### config.mk
export PLATFORM = sky130hd
export DESIGN_NAME = flag_branch_unit_flat
export DESIGN_NICKNAME = d
export VERILOG_FILES = /design/src/rtl/flag_branch_unit_if.sv /design/src/rtl/flag_branch_unit.sv /design/src/flat_wrapper.sv
export SDC_FILE = /design/constraint.sdc
export NUM_CORES = 1
export LEC_CHECK = 0
export CAP_MARGIN = 25
export CORE_AREA = 2 2 39 41
export CTS_BUF_LIST = sky130_fd_sc_hd__clkbuf_4
export DETAILED_ROUTE_END_ITERATION = 16
export DIE_AREA = 0 0 41 43
export DONT_BUFFER_PORTS = 1
export GPL_TIMING_DRIVEN = 0
export PLACE_DENSITY = 0.42
export SETUP_SLACK_MARGIN = 0.3
export SYNTH_ARGS = -nofsm -noshare
export SYNTH_HDL_FRONTEND = slang
export SYNTH_SLANG_ARGS = --single-unit
### constraint.sdc
create_clock -name clk -period 1.8 [get_ports clk]
set_input_delay 0.36 -clock clk [delete_from_list [all_inputs] [get_ports clk]]
set_output_delay 0.36 -clock clk [all_outputs]
set_load 0.01 [all_outputs]
### src/rtl/flag_branch_unit_if.sv
// flag_branch_unit_if: ALU flag / branch request bundle between the pipeline and the flag/branch unit
interface flag_branch_unit_if #(parameter int OP_W = 4, parameter int FLAG_W = 3);
    logic              ex_valid;
    logic [OP_W-1:0]   ex_op;
    logic [FLAG_W-1:0] ex_flags;
    logic              br_valid;
    logic [2:0]        br_ccc;
    logic              stall;
    logic              flush;
    logic [FLAG_W-1:0] flag_q;
    logic              br_out_valid;
    logic              br_taken;
    modport master (
        output ex_valid, ex_op, ex_flags, br_valid, br_ccc, stall, flush,
        input  flag_q, br_out_valid, br_taken
    );
    modport slave (
        input  ex_valid, ex_op, ex_flags, br_valid, br_ccc, stall, flush,
        output flag_q, br_out_valid, br_taken
    );
endinterface

### src/rtl/flag_branch_unit.sv
// flag_branch_unit: masked {Z,V,N} flag register with bypassed branch-condition evaluation and a registered decision
module flag_branch_unit #(
    parameter int OP_W   = 4,
    parameter int FLAG_W = 3
) (
    input logic clk,
    input logic rst_n,
    flag_branch_unit_if.slave bus
);
    typedef enum logic {IDLE, RESP} state_t;
    state_t state, state_nxt;
    logic [FLAG_W-1:0] flag_r, eff;
    logic taken_r, taken_nxt, full, zonly, upd, br_acc, z, v, n;
    logic [7:0] cond;
    assign full   = bus.ex_op < OP_W'(2);
    assign zonly  = bus.ex_op inside {OP_W'(2), OP_W'(4), OP_W'(5), OP_W'(6)};
    assign upd    = bus.ex_valid & ~bus.stall & ~bus.flush;
    assign br_acc = bus.br_valid & ~bus.stall & ~bus.flush;
    // Same-cycle flag write is forwarded so the branch sees the post-update flags
    assign eff = !upd ? flag_r :
                 full ? bus.ex_flags :
                 zonly ? {bus.ex_flags[2], flag_r[1:0]} : flag_r;
    assign {z, v, n} = eff[2:0];
    assign cond = {1'b1, v, n | z, z | ~n, n, ~z & ~n, z, ~z};
    assign taken_nxt = br_acc & cond[bus.br_ccc];
    always_ff @(posedge clk or negedge rst_n) begin
        if (!rst_n) begin
            state   <= IDLE;
            flag_r  <= '0;
            taken_r <= 1'b0;
        end else if (!bus.stall) begin
            state   <= state_nxt;
            flag_r  <= eff;
            taken_r <= taken_nxt;
        end
    end
    always_comb begin
        state_nxt = state;
        if (!bus.stall) state_nxt = br_acc ? RESP : IDLE;
    end
    always_comb begin
        bus.br_out_valid = state == RESP;
        bus.br_taken     = (state == RESP) & taken_r;
        bus.flag_q       = flag_r;
    end
endmodule
### src/flat_wrapper.sv
// flat-port wrapper written by rule: the top's interface ports become plain ports
module flag_branch_unit_flat 
#(
    parameter int OP_W   = 4,
    parameter int FLAG_W = 3
)
  (clk, rst_n, bus_ex_valid, bus_ex_op, bus_ex_flags, bus_br_valid, bus_br_ccc, bus_stall, bus_flush, bus_flag_q, bus_br_out_valid, bus_br_taken);
  flag_branch_unit_if #(.OP_W(OP_W), .FLAG_W(FLAG_W)) bus_i ();
  input logic clk;
  input logic rst_n;
  input wire logic [$bits(bus_i.ex_valid)-1:0] bus_ex_valid;
  input wire logic [$bits(bus_i.ex_op)-1:0] bus_ex_op;
  input wire logic [$bits(bus_i.ex_flags)-1:0] bus_ex_flags;
  input wire logic [$bits(bus_i.br_valid)-1:0] bus_br_valid;
  input wire logic [$bits(bus_i.br_ccc)-1:0] bus_br_ccc;
  input wire logic [$bits(bus_i.stall)-1:0] bus_stall;
  input wire logic [$bits(bus_i.flush)-1:0] bus_flush;
  output wire logic [$bits(bus_i.flag_q)-1:0] bus_flag_q;
  output wire logic [$bits(bus_i.br_out_valid)-1:0] bus_br_out_valid;
  output wire logic [$bits(bus_i.br_taken)-1:0] bus_br_taken;
  assign bus_i.ex_valid = bus_ex_valid;
  assign bus_i.ex_op = bus_ex_op;
  assign bus_i.ex_flags = bus_ex_flags;
  assign bus_i.br_valid = bus_br_valid;
  assign bus_i.br_ccc = bus_br_ccc;
  assign bus_i.stall = bus_stall;
  assign bus_i.flush = bus_flush;
  assign bus_flag_q = bus_i.flag_q;
  assign bus_br_out_valid = bus_i.br_out_valid;
  assign bus_br_taken = bus_i.br_taken;
  flag_branch_unit #(.OP_W(OP_W), .FLAG_W(FLAG_W)) u_core (.clk(clk), .rst_n(rst_n), .bus(bus_i));
endmodule
== Yosys cells after proc, flatten, opt, wreduce, memory -nomap -nowiden ==
Cells that the tools add are included.

* Magnitude comparators: 2
* Equality and inequality tests: 4
* Mux-type cells: 6
* Bitwise logic cells: 13
* Reduce and logical (&&, ||, !) cells: 1

{| class="wikitable"
|+ Operator list
! cell !! count
|-
| 4-bit by 3-bit equality test with 1-bit output, second input constant || 3
|-
| 3-bit two-way mux || 3
|-
| 1-bit bitwise AND || 7
|-
| 4-bit by 2-bit equality test with 1-bit output, second input constant || 1
|-
| 3-bit by 4-bit less-than comparator with 1-bit output, second input constant || 1
|-
| 4-bit by 2-bit less-than comparator with 1-bit output, second input constant || 1
|-
| 1-bit inverter || 4
|-
| 4-bit nonzero test || 1
|-
| 1-bit binary-select mux with 3-bit select || 1
|-
| 1-bit two-way mux || 2
|-
| 1-bit bitwise OR || 2
|}

* Flip-flop bits (word level): 5
* Input bits: 16
* Logic and storage cells: 29

== Depth between registers and ports, before layout ==
* Depth in word-level cells: 10
* Mapped depth: 5
* Gate-level depth less buffers: 5

== Least setup slack after synthesis ==
No wires, ideal clock.

* Path type: input -> register
* From: input bus_ex_op[3]
* To: register u_core.taken_r
* Library setup time: 0.135 ns
* Arrival: 1.450 ns
* Required time: 1.665 ns
* Path slack: 0.215 ns
* Cell stages on the path: 5
* Cells stage by stage: nor4b_4 a21boi_2 or2_4 o311ai_2 o211ai_1

* Cells in the longest elaborated chain, start to end: 10
* Elaborated cells on any way between the ends: 17
* Those cells by class: order compare (1); eq/ne (4); mux (5); bitwise (6); reduce/logical (1)

{| class="wikitable"
|+ Ends and longest elaborated chain
! item !! RTL line !! RTL
|-
| start: declaration || flat_wrapper.sv:12 || <nowiki>input wire logic [$bits(bus_i.ex_op)-1:0] bus_ex_op;</nowiki>
|-
| 4-bit by 2-bit equality test with 1-bit output / 4-bit by 3-bit equality test with 1-bit output (equally long branches) || flag_branch_unit.sv:16 || <nowiki>assign zonly = bus.ex_op inside {OP_W'(2), OP_W'(4), OP_W'(5), OP_W'(6)};</nowiki>
|-
| 4-bit nonzero test || flag_branch_unit.sv:16 ||
|-
| 3-bit two-way mux || flag_branch_unit.sv:22 || <nowiki>zonly ? {bus.ex_flags[2], flag_r[1:0]} : flag_r;</nowiki>
|-
| 3-bit two-way mux (*) || flag_branch_unit.sv:21 || <nowiki>full ? bus.ex_flags :</nowiki>
|-
| 3-bit two-way mux (*) || flag_branch_unit.sv:20 || <nowiki>assign eff = !upd ? flag_r :</nowiki>
|-
| 1-bit inverter || flag_branch_unit.sv:24 || <nowiki>assign cond = {1'b1, v, n | z, z | ~n, n, ~z & ~n, z, ~z};</nowiki>
|-
| 1-bit bitwise AND || flag_branch_unit.sv:24 ||
|-
| 1-bit binary-select mux with 3-bit select (*) || flag_branch_unit.sv:25 || <nowiki>assign taken_nxt = br_acc & cond[bus.br_ccc];</nowiki>
|-
| 1-bit two-way mux (implied by the code) (*) || flag_branch_unit.sv:25 ||
|-
| 1-bit bitwise AND (*) || flag_branch_unit.sv:25 ||
|-
| end signal: assignment || flag_branch_unit.sv:34 || <nowiki>taken_r <= taken_nxt;</nowiki>
|-
| end: declaration || flag_branch_unit.sv:13 || <nowiki>logic taken_r, taken_nxt, full, zonly, upd, br_acc, z, v, n;</nowiki>
|}

Mark *: on every way between the ends. The rest lies on a longest branch, timed or not. The select of a mux whose other input is x is not followed.
A chain may end at the register's enable or synchronous reset.

== Worst setup path after layout ==
* From: input bus_flush
* To: register u_core.taken_r

* Cells in the longest elaborated chain, start to end: 8
* Elaborated cells on any way between the ends: 12
* Those cells by class: mux (3); bitwise (9)

{| class="wikitable"
|+ Ends and longest elaborated chain
! item !! RTL line !! RTL
|-
| start: declaration || flat_wrapper.sv:17 || <nowiki>input wire logic [$bits(bus_i.flush)-1:0] bus_flush;</nowiki>
|-
| 1-bit inverter (*) || flag_branch_unit.sv:17, flag_branch_unit.sv:18 ||
|-
| 1-bit bitwise AND || flag_branch_unit.sv:17 || <nowiki>assign upd = bus.ex_valid & ~bus.stall & ~bus.flush;</nowiki>
|-
| 3-bit two-way mux || flag_branch_unit.sv:20 ||
|-
| 1-bit inverter || flag_branch_unit.sv:24 ||
|-
| 1-bit bitwise AND / 1-bit bitwise OR (equally long branches) || flag_branch_unit.sv:24 ||
|-
| 1-bit binary-select mux with 3-bit select || flag_branch_unit.sv:25 ||
|-
| 1-bit two-way mux (implied by the code) || flag_branch_unit.sv:25 ||
|-
| 1-bit bitwise AND (*) || flag_branch_unit.sv:25 ||
|}

Marked as above.

==> impl_metrics.py <==
metrics = {
    "clock_tree": {
        "cts_tree": "done",
        "cts_max_level": 1,
        "cts_sinks": 5,
        "cts_buffer_depth": 2,
        "cts_inserted_buffers": 3,
        "clk_latency_ns": 0.24,
        "cts_root_buf": "clkbuf_4",
        "clk_pin_slew_ns": 0.04,
        "cts_resized": 0,
    },
    "sta": {
        "fin_crit_ns": 1.38,
        "maxSlewHeadroom_pct": 73.8,
        "hold_viol": 0,
        "clock_skew_ns": 0.00206,
        "fmax_mhz": 722,
        "drv_slew": 0,
        "worst_pin_slew_ns": 0.393,
        "whs_ns": 0.244,
        "setup_viol_count_final": 0,
        "period_share_pct": 76.9,
        "rsz0062_at_grt": "false",
        "setup_tns_ns": 0,
    },
    "place": {
        "io_buffers": 0,
        "dp.final_hpwl_um": 661,
        "dp_cells": 50,
        "dpl_cell_area_sq_um": 364,
        "place.gp.congestion": 0.730,
    },
    "worst_setup_path": {
        "cp-start-kind": "input port",
        "timing.rr.start": "u_core.bus.flag_q[0]",
        "cp_cell_sequence": "nor4b_4 -> buf_4 -> a21boi_2 -> or2_4 -> o311ai_2 -> o211ai_1",
        "timing.rr.end": "u_core.taken_r",
        "critPathKind": "in -> reg",
        "r2r_cells": 4,
        "rrSetupSlack_ns": 0.46,
        "slowest_delay_ns": 0.26,
        "arrival_ns": 1.49,
        "crit_path_end": "u_core.taken_r",
        "crit_fanout": 8,
        "cp_slowest_cell": "or2_4",
        "worstSetupStartpoint": "bus_flush",
        "required_ns": 1.90,
        "worst_setup_path_end_kind": "flip-flop",
    },
    "cells_and_area": {
        "syn_to_final_growth_pct": 19.6,
        "diodes": 0,
        "final_nets": 57,
        "final_area_sq_um": 412,
        "fin_cells": 56,
        "drive_gt1_share_pct": 25.0,
        "fillers": 153,
    },
    "global_routing": {
        "grt_max_degree": 9,
        "grt_pass1_wl_mm": 1.13,
        "grt_usage_pct": 10.2,
        "grt_antenna_before_repair": 0,
        "overflow": 0,
        "first_global_vias": 282,
    },
    "synthesis": {
        "synth_seq_area_share_pct": 36.4,
        "netlist_area_sq_um": 344,
        "synth_top_cell_area_share_pct": 36.4,
        "syn_nets": 50,
        "synth_cell_types": 24,
        "ys_warn_count": 0,
        "ys_top_cells_by_area": "dfrtp_1, nor4b_4, and2_1",
        "yosysTopAreaCell": "dfrtp_1",
        "ys_ff_latch": 5,
        "synth_cells": 34,
        "avgSynthCellArea_sq_um": 10.1,
    },
    "detailed_routing": {
        "drc": 0,
        "drtIter0Drc": 8,
        "antenna_left": 0,
        "dr_total_vias": 288,
        "routed_via_density": 5.14,
        "dr.pass1.iters": 4,
        "wl_um": 766,
        "post_drt_wl_per_cell_um": 13.7,
    },
    "run": {
        "max_cap_violations": 0,
    },
    "floorplan": {
        "die_h_um": 43,
        "coreArea_sq_um": 1380,
        "die_width_um": 41,
        "start_util_pct": 24.9,
        "boundaryPins": 21,
        "die-area_sq_um": 1760,
        "rows": 14,
    },
    "power_and_ir_drop": {
        "peakVddDrop_uv": 356,
        "p_per_area_nw_per_um2": 866,
        "power.leakage_nw": 0.181,
    },
    "outcome": {
        "outcome": "finished clean",
    },
    "worst_hold_path": {
        "hold_path_class": "in -> reg",
    },
}
[cell usage after synthesis]
master,n
dfrtp_1,5
and2_1,3
nand2_1,3
inv_1,2
o211ai_1,2
a21bo_2,1
a21boi_1,1
a21boi_2,1
a21o_1,1
a21oi_1,1
a311o_1,1
a31o_1,1
a31oi_1,1
a41oi_1,1
and3_1,1
nand3_1,1
nor2_1,1
nor2b_1,1
nor3b_1,1
nor4b_4,1
o2111ai_1,1
o21ai_0,1
o311ai_2,1
or2_4,1
[flip-flops by register name (all words and copies together) (netlist names)]
register and cells:
u_core.bus.br_out_valid 1, u_core.bus.flag_q 3, u_core.taken_r 1
[logic make-up (layout without fill, tap and decap cells)]
kind of cell    count (synthesis)  in the layout  synth area share, %
compound gates                 14             14                 34.9
flops                           5              5                 36.4
buf+inv                         2              8                 2.18
simple gates                   13             13                 26.5
[per-stage QoR]
stage / setup WS, ns / total power (W) / util [%]
detailed placement: 0.0446 / 0.000215 / 26.3
CTS: 0.305 / 0.000365 / 29.2
finish: 0.416 / 0.000356 / 29.7
floorplan: 0.215 / 0.000201 / -
global placement: 0.0670 / 0.000214 / 26.3
global route: 0.350 / 0.000385 / 29.7
[worst min-delay path by stage]
stage | startpoint | endpoint | slack (ns) | cells after the start
floorplan | rst_n | u_core.bus.br_out_valid | 0.06 | 0
global placement | rst_n | u_core.taken_r | 0.06 | 0
detailed placement | rst_n | u_core.taken_r | 0.06 | 0
CTS | bus_stall | u_core.bus.br_out_valid | 0.24 | 1
global route | bus_stall | u_core.bus.br_out_valid | 0.23 | 1
finish | bus_stall | u_core.bus.br_out_valid | 0.24 | 1
[report_power, final]
| group | internal, W | leakage [nW] | switching, W |
|---|---|---|---|
| Sequential | 0.000130 | 0.0650 | 0.0000174 |
| Clock | 0.0000985 | 0.0184 | 0.0000409 |
| Combinational | 0.0000359 | 0.0972 | 0.0000341 |
| Total | 0.000264 | 0.181 | 0.0000924 |
[worst max-delay path, delay by kind of cell]
family	cells	cell delay, ns
simple gates	2	0.50
compound gates	3	0.43
buf+inv	1	0.19
[layout make-up]
class,instances,area [sq um],area share (%)
repair buffers,2,17.5,4.26
flip-flops and latches,5,125,30.4
multi-input cells,27,211,51.4
clock buffers,4,30.0,7.29
inverters,2,7.51,1.82
well taps,16,20.0,4.86
[metal layers]
layer  vias up  wire (um)  track usage, %
met3         0         73            4.19
li1        144          -               -
met5         -          0               0
met1       134        274            10.2
met4         0          0            10.0
met2        10        417            14.7
[repair_timing]
| action | in CTS | in global routing |
|---|---|---|
| setup endpoints to repair | 0 | 1 |
| setup buffers | 0 | 1 |
| hold endpoints to repair | 5 | 0 |
| hold buffers | 1 | 0 |
[placed cells by master, fill, tap and decap left out, drive strengths merged, types with 2 or more instances in the layout]
cell / count
clkbuf: 4
a21boi: 2
inv: 2
dfrtp: 5
and2: 3
o211ai: 2
nand2: 3
No activity file was read; power rests on OpenSTA's default activity.
==> patch 1: new RTL, same settings <==
`OP_W` is set to 4 in 3 places; all go to 5.
--- a/src/rtl/flag_branch_unit_if.sv
+++ b/src/rtl/flag_branch_unit_if.sv
@@ -1,5 +1,5 @@
 // flag_branch_unit_if: ALU flag / branch request bundle between the pipeline and the flag/branch unit
-interface flag_branch_unit_if #(parameter int OP_W = 4, parameter int FLAG_W = 3);
+interface flag_branch_unit_if #(parameter int OP_W = 5, parameter int FLAG_W = 3);
     logic              ex_valid;
     logic [OP_W-1:0]   ex_op;
     logic [FLAG_W-1:0] ex_flags;
--- a/src/rtl/flag_branch_unit.sv
+++ b/src/rtl/flag_branch_unit.sv
@@ -1,6 +1,6 @@
 // flag_branch_unit: masked {Z,V,N} flag register with bypassed branch-condition evaluation and a registered decision
 module flag_branch_unit #(
-    parameter int OP_W   = 4,
+    parameter int OP_W   = 5,
     parameter int FLAG_W = 3
 ) (
     input logic clk,
--- a/src/flat_wrapper.sv
+++ b/src/flat_wrapper.sv
@@ -1,7 +1,7 @@
 // flat-port wrapper written by rule: the top's interface ports become plain ports
 module flag_branch_unit_flat 
 #(
-    parameter int OP_W   = 4,
+    parameter int OP_W   = 5,
     parameter int FLAG_W = 3
 )
   (clk, rst_n, bus_ex_valid, bus_ex_op, bus_ex_flags, bus_br_valid, bus_br_ccc, bus_stall, bus_flush, bus_flag_q, bus_br_out_valid, bus_br_taken);
Ports: changed (resized bus_ex_op); port bits go from 21 to 22. No check against the original RTL was run, so the function may have changed too.
==> patch 1 against the unedited design <==
Power is 2.4% lower; largest cell class unchanged; critical path type unchanged; area after synthesis rose by 1.1%; worst hold slack worse by 0.0012 ns; setup slack got worse by 0.22 ns; sequential cell count unchanged; routed wire length up 20%; highest routed layer unchanged; critical endpoint unchanged; design area increased by 12%.
==> patch 1: results (changes against the unedited design) <==
stage,metric,value,unit,change
run_status,outcome,finished clean,,
logic_synthesis,Syn Nets,56,,+12%
pwr,P_leak,0.175,nW,-3.0%
logic_synthesis,"Distinct cells, synth",21,,-13%
critical_path,crit path max-delay cell type,or4b_4,,
grt,vias in the first global route,364,,+29%
clocking,Post-CTS Resized,4,,+4
critical_path,r2r setup slk,0.35,ns,-0.11 ns
final_layout,Clock-cell share,0.0654,,-0.00755
timing,Slew @ Worst Pin,0.270,ns,-0.123 ns
worst_hold_path,number of cells on the worst hold path,2,,+1
timing,Worst Skew,0.00252,ns,+0.000459 ns
clocking,Clock Tree Buf Depth,2,,unchanged
detailed_routing,Vias/cell,5.17,,+0.46%
detailed_routing,M1 WL,359,um,+31%
final_layout,Multi-input gate area,270,um2,+28%
detailed_routing,met3 WL post-DR,89,um,+22%
grt,GRT met1 Usage,0.149,,+0.0474
logic_synthesis,synth warn,0,,unchanged
grt,largest net degree at the start of global routing,8,,-1
logic_synthesis,Compound-Gate Fraction of Synth Area,0.198,,-0.151
final_layout,Final Util,0.332,,+0.0344
placed_design,Placed Instances,55,,+10%
final_layout,layout cells sized above 1,0.341,,+0.0909
final_layout,final net count,62,,+8.8%
critical_path,Top Family by Delay on Critical Path,compound AO/OA/AOI/OAI gates,,
final_layout,post-route insts no fill,60,,+7.1%
logic_synthesis,Post-synth top cells,"dfrtp_1 (5), nand2_1 (5), nor2b_1 (5)",,
clocking,H-tree depth,1,,unchanged
grt,grt met3 use,0.0314,,-0.0105
timing,Min Hold Slack,0.243,ns,-0.00115 ns
grt,Tot GR Track Use,0.119,,+0.0167
critical_path,CP peak stage delay,0.56,ns,+0.30 ns
final_layout,fillcell total,143,,-6.5%
placed_design,dpl ws,-0.127,ns,-0.172 ns
detailed_routing,1st-iter DRT viols,3,,-5
placed_design,"Cell Area, Placed",399,um2,+9.6%
detailed_routing,drt total wl,919,um,+20%
critical_path,worst reg-to-reg path cell count,3,,-1
pwr,VDD IR max,193,uV,-46%
worst_hold_path,hold path endpoint,u_core.bus.br_out_valid$_DFFE_PN0N_,,
critical_path,largest fanout on the critical path,4,,-4
grt,GRT met2 Usage,0.172,,+0.0250
final_layout,Non-Clock Buffer Count,1,,-1
final_layout,Inverters,1,,-1
placed_design,routability cong.,0.828,,+13%
pwr,clock power share,0.402,,+0.011
final_layout,multi-input gates,33,,+22%
final_layout,signal buffers share of area,0.0218,,-0.0208
pwr,Comb pwr share,0.178,,-0.018
## patch 1: changes by cell type in the layout (fill, tap and decap cells not counted), sizes merged, moves of 2 or more
| cell | unedited run | this run |
|---|---|---|
| nand2 | 3 | 5 |
| and2 | 3 | 1 |
| nor2 | 1 | 3 |
| nor2b | 1 | 5 |
| a21boi | 2 | 0 |
| or3 | 0 | 3 |
| mux2 | 0 | 2 |
## patch 1: how the worst max path moves through the flow
stage | from | endpoint | slack, ns | cells after the start
global route | bus_flush | u_core.taken_r$_DFFE_PN0N_ | 0.16 | 5
global placement | bus_flush | u_core.taken_r$_DFFE_PN0N_ | -0.1 | 5
CTS | bus_flush | u_core.taken_r$_DFFE_PN0N_ | 0.22 | 5
finish | bus_flush | u_core.taken_r$_DFFE_PN0N_ | 0.19 | 5
floorplan | bus_flush | u_core.taken_r$_DFFE_PN0N_ | 0.02 | 5
detailed placement | bus_flush | u_core.taken_r$_DFFE_PN0N_ | -0.13 | 5
==> patch 2: new RTL, same settings <==
Made on the original files. Make the reset (`rst_n`) synchronous in one clocked block.
--- a/src/rtl/flag_branch_unit.sv
+++ b/src/rtl/flag_branch_unit.sv
@@ -23,7 +23,7 @@
     assign {z, v, n} = eff[2:0];
     assign cond = {1'b1, v, n | z, z | ~n, n, ~z & ~n, z, ~z};
     assign taken_nxt = br_acc & cond[bus.br_ccc];
-    always_ff @(posedge clk or negedge rst_n) begin
+    always_ff @(posedge clk) begin
         if (!rst_n) begin
             state   <= IDLE;
             flag_r  <= '0;
Formal check against the unedited RTL: differs if rst_n is asserted again (counterexample within 4 cycles, from zero or initial values and one cycle with rst_n low); with rst_n held inactive, the same outputs for 10 cycles.
==> patch 2 against the unedited design <==
Sequential cell count stayed put; first-iteration DRC count is 50% lower; maximum frequency is 16% lower; worst hold slack better by 0.017 ns; design area stayed put; routed wire length is 2.7% higher; via count is 6.3% higher; largest cell class unchanged; setup slack worse by 0.27 ns; area after synthesis is 5.1% higher; die area stayed put.
Power is not compared: it rests on default switching activity, and its combinational part moved more than twofold at a synthesized area within 25%.
==> patch 2: results (changes against the unedited design) <==
stage,metric,value,unit,change
grt,Tot GR Track Use,0.0964,,-0.00574
run_status,outcome,finished clean,,
grt,GR Overflow Total,0,,unchanged
placed_design,Buffers on Ports,0,,unchanged
critical_path,CP peak stage delay,0.55,ns,+0.29 ns
clocking,Num CTS Buffers,3,,unchanged
pwr,Power Clock,0.139,mW,
final_layout,number of flip-flops in the largest register,3,,unchanged
clocking,Post-CTS Resized,0,,unchanged
grt,largest net degree at the start of global routing,7,,-2
detailed_routing,drt total wl,787,um,+2.7%
critical_path,worst path required time,1.95,ns,+0.05 ns
grt,initial antenna violation count,0,,unchanged
detailed_routing,1st-iter DRT viols,4,,-4
worst_hold_path,Hold Crit Class,in -> reg,,
logic_synthesis,ys flop type,dfxtp_1,,
final_layout,layout cells sized above 1,0.244,,-0.00556
placed_design,"Cell Area, Placed",382,um2,+4.8%
pwr,VDD IR max,181,uV,
critical_path,largest fanout on the critical path,4,,-4
logic_synthesis,top post-synthesis cells by area,"dfxtp_1 (28%), nor2b_1 (10%), mux2i_1 (8.3%), o32ai_2 (4.5%), or4b_4 (3.8%)",,
detailed_routing,TritonRoute pass-1 iters,4,,unchanged
logic_synthesis,sequential-to-total area share from yosys stat,0.277,,-0.0868
clocking,clock-pin slew on the worst setup and hold paths,0.04,ns,about the same
pwr,P_leak,0.163,nW,
grt,vias in the first global route,298,,+5.7%
placed_design,Post-DP HPWL,673,um,+1.8%
logic_synthesis,"Distinct cells, synth",24,,unchanged
final_layout,n_diodes,0,,unchanged
grt,grt met3 use,0.0314,,-0.0105
logic_synthesis,Post-synth top cells,"nor2b_1 (6), dfxtp_1 (5), inv_1 (3), mux2i_1 (3)",,
grt,first-pass GRT wire length,1150,um,+1.2%
pwr,sw power,0.0540,mW,
timing,Slew @ Worst Pin,0.261,ns,-0.131 ns
pwr,sequential power share,0.412,,
clocking,Root Driver,clkbuf_4,,
final_layout,fillcell total,159,,+3.9%
timing,Worst Skew,0.0000966,ns,-0.00197 ns
clocking,Clock Tree Buf Depth,2,,unchanged
placed_design,routability cong.,0.687,,-5.9%
final_layout,final net count,62,,+8.8%
logic_synthesis,synth warn,0,,unchanged
detailed_routing,total number of vias,306,,+6.3%
detailed_routing,routed length per placed instance,12.9,um,-5.7%
final_layout,Final Util,0.297,,unchanged
placed_design,dpl ws,-0.0880,ns,-0.133 ns
critical_path,Top Family by Delay on Critical Path,simple AND/OR/NAND/NOR gates,,
clocking,worst skew pair latency,0.23,ns,
placed_design,Placed Instances,57,,+14%
grt,GRT met1 Usage,0.109,,+0.00735
critical_path,crit path max-delay cell type,or4b_4,,
grt,GRT met2 Usage,0.138,,-0.00937
pwr,Int Pwr,0.227,mW,
logic_synthesis,Post-synth ARST share,0,,-1.00
clocking,H-tree depth,1,,unchanged
logic_synthesis,Syn Area/Cell,8.82,um2,-13%
patch 2: cell types whose count changed after synthesis, moves of 2 or more:
cell / delta
dfrtp_1: -5
nand2b_1: +2
nor2b_1: +5
o211ai_1: -2
and2_1: -2
dfxtp_1: +5
mux2i_1: +3
patch 2: path summary, 6_finish.rpt:
check / from / end / slack (ns) / cells after the start
worst min register to register: u_core.bus.br_out_valid$_SDFFE_PN0N_ / u_core.bus.br_out_valid$_SDFFE_PN0N_ / 0.59 / 2
worst max register to register: u_core.bus.flag_q[0]$_SDFFE_PN0N_ / u_core.taken_r$_SDFFE_PN0N_ / 0.59 / 5
worst min-delay path: rst_n / u_core.bus.flag_q[1]$_SDFFE_PN0N_ / 0.26 / 1
worst max-delay path: bus_flush / u_core.taken_r$_SDFFE_PN0N_ / 0.15 / 5
patch 2: kinds of logic after synthesis:
group | count (synthesis) | synth area share
muxes | 3 | 0.0830
DFF | 5 | 0.277
AOI/OAI and AO/OA | 8 | 0.190
and+or+nand+nor | 22 | 0.419
buffers and inverters | 3 | 0.0311
patch 2: metal layers:
| layer | routed length [um] | vias to the layer above |
|---|---|---|
| li1 | - | 161 |
| met1 | 322 | 131 |
| met2 | 363 | 14 |
| met3 | 101 | 0 |
| met4 | 0 | 0 |
| met5 | 0 | - |
patch 2: cell type report:
cell class | instances | share of cell area
multi-input combinational | 33 | 0.608
sequential | 5 | 0.243
clock buffer | 4 | 0.0729
tap | 16 | 0.0486
inverter | 3 | 0.0274
patch 2: worst reg2reg max path: cells and delay by family (launching register included):
family	cells	cell delay, ns
AND/OR/NAND/NOR	3	0.42
flip-flops	1	0.35
AO/OA/AOI/OAI	2	0.36
patch 2: what timing repair did:
| action | in CTS | in global routing |
|---|---|---|
| gates cloned | 0 | 0 |
| pin swaps | 0 | 0 |
| setup endpoints to repair | 1 | 1 |
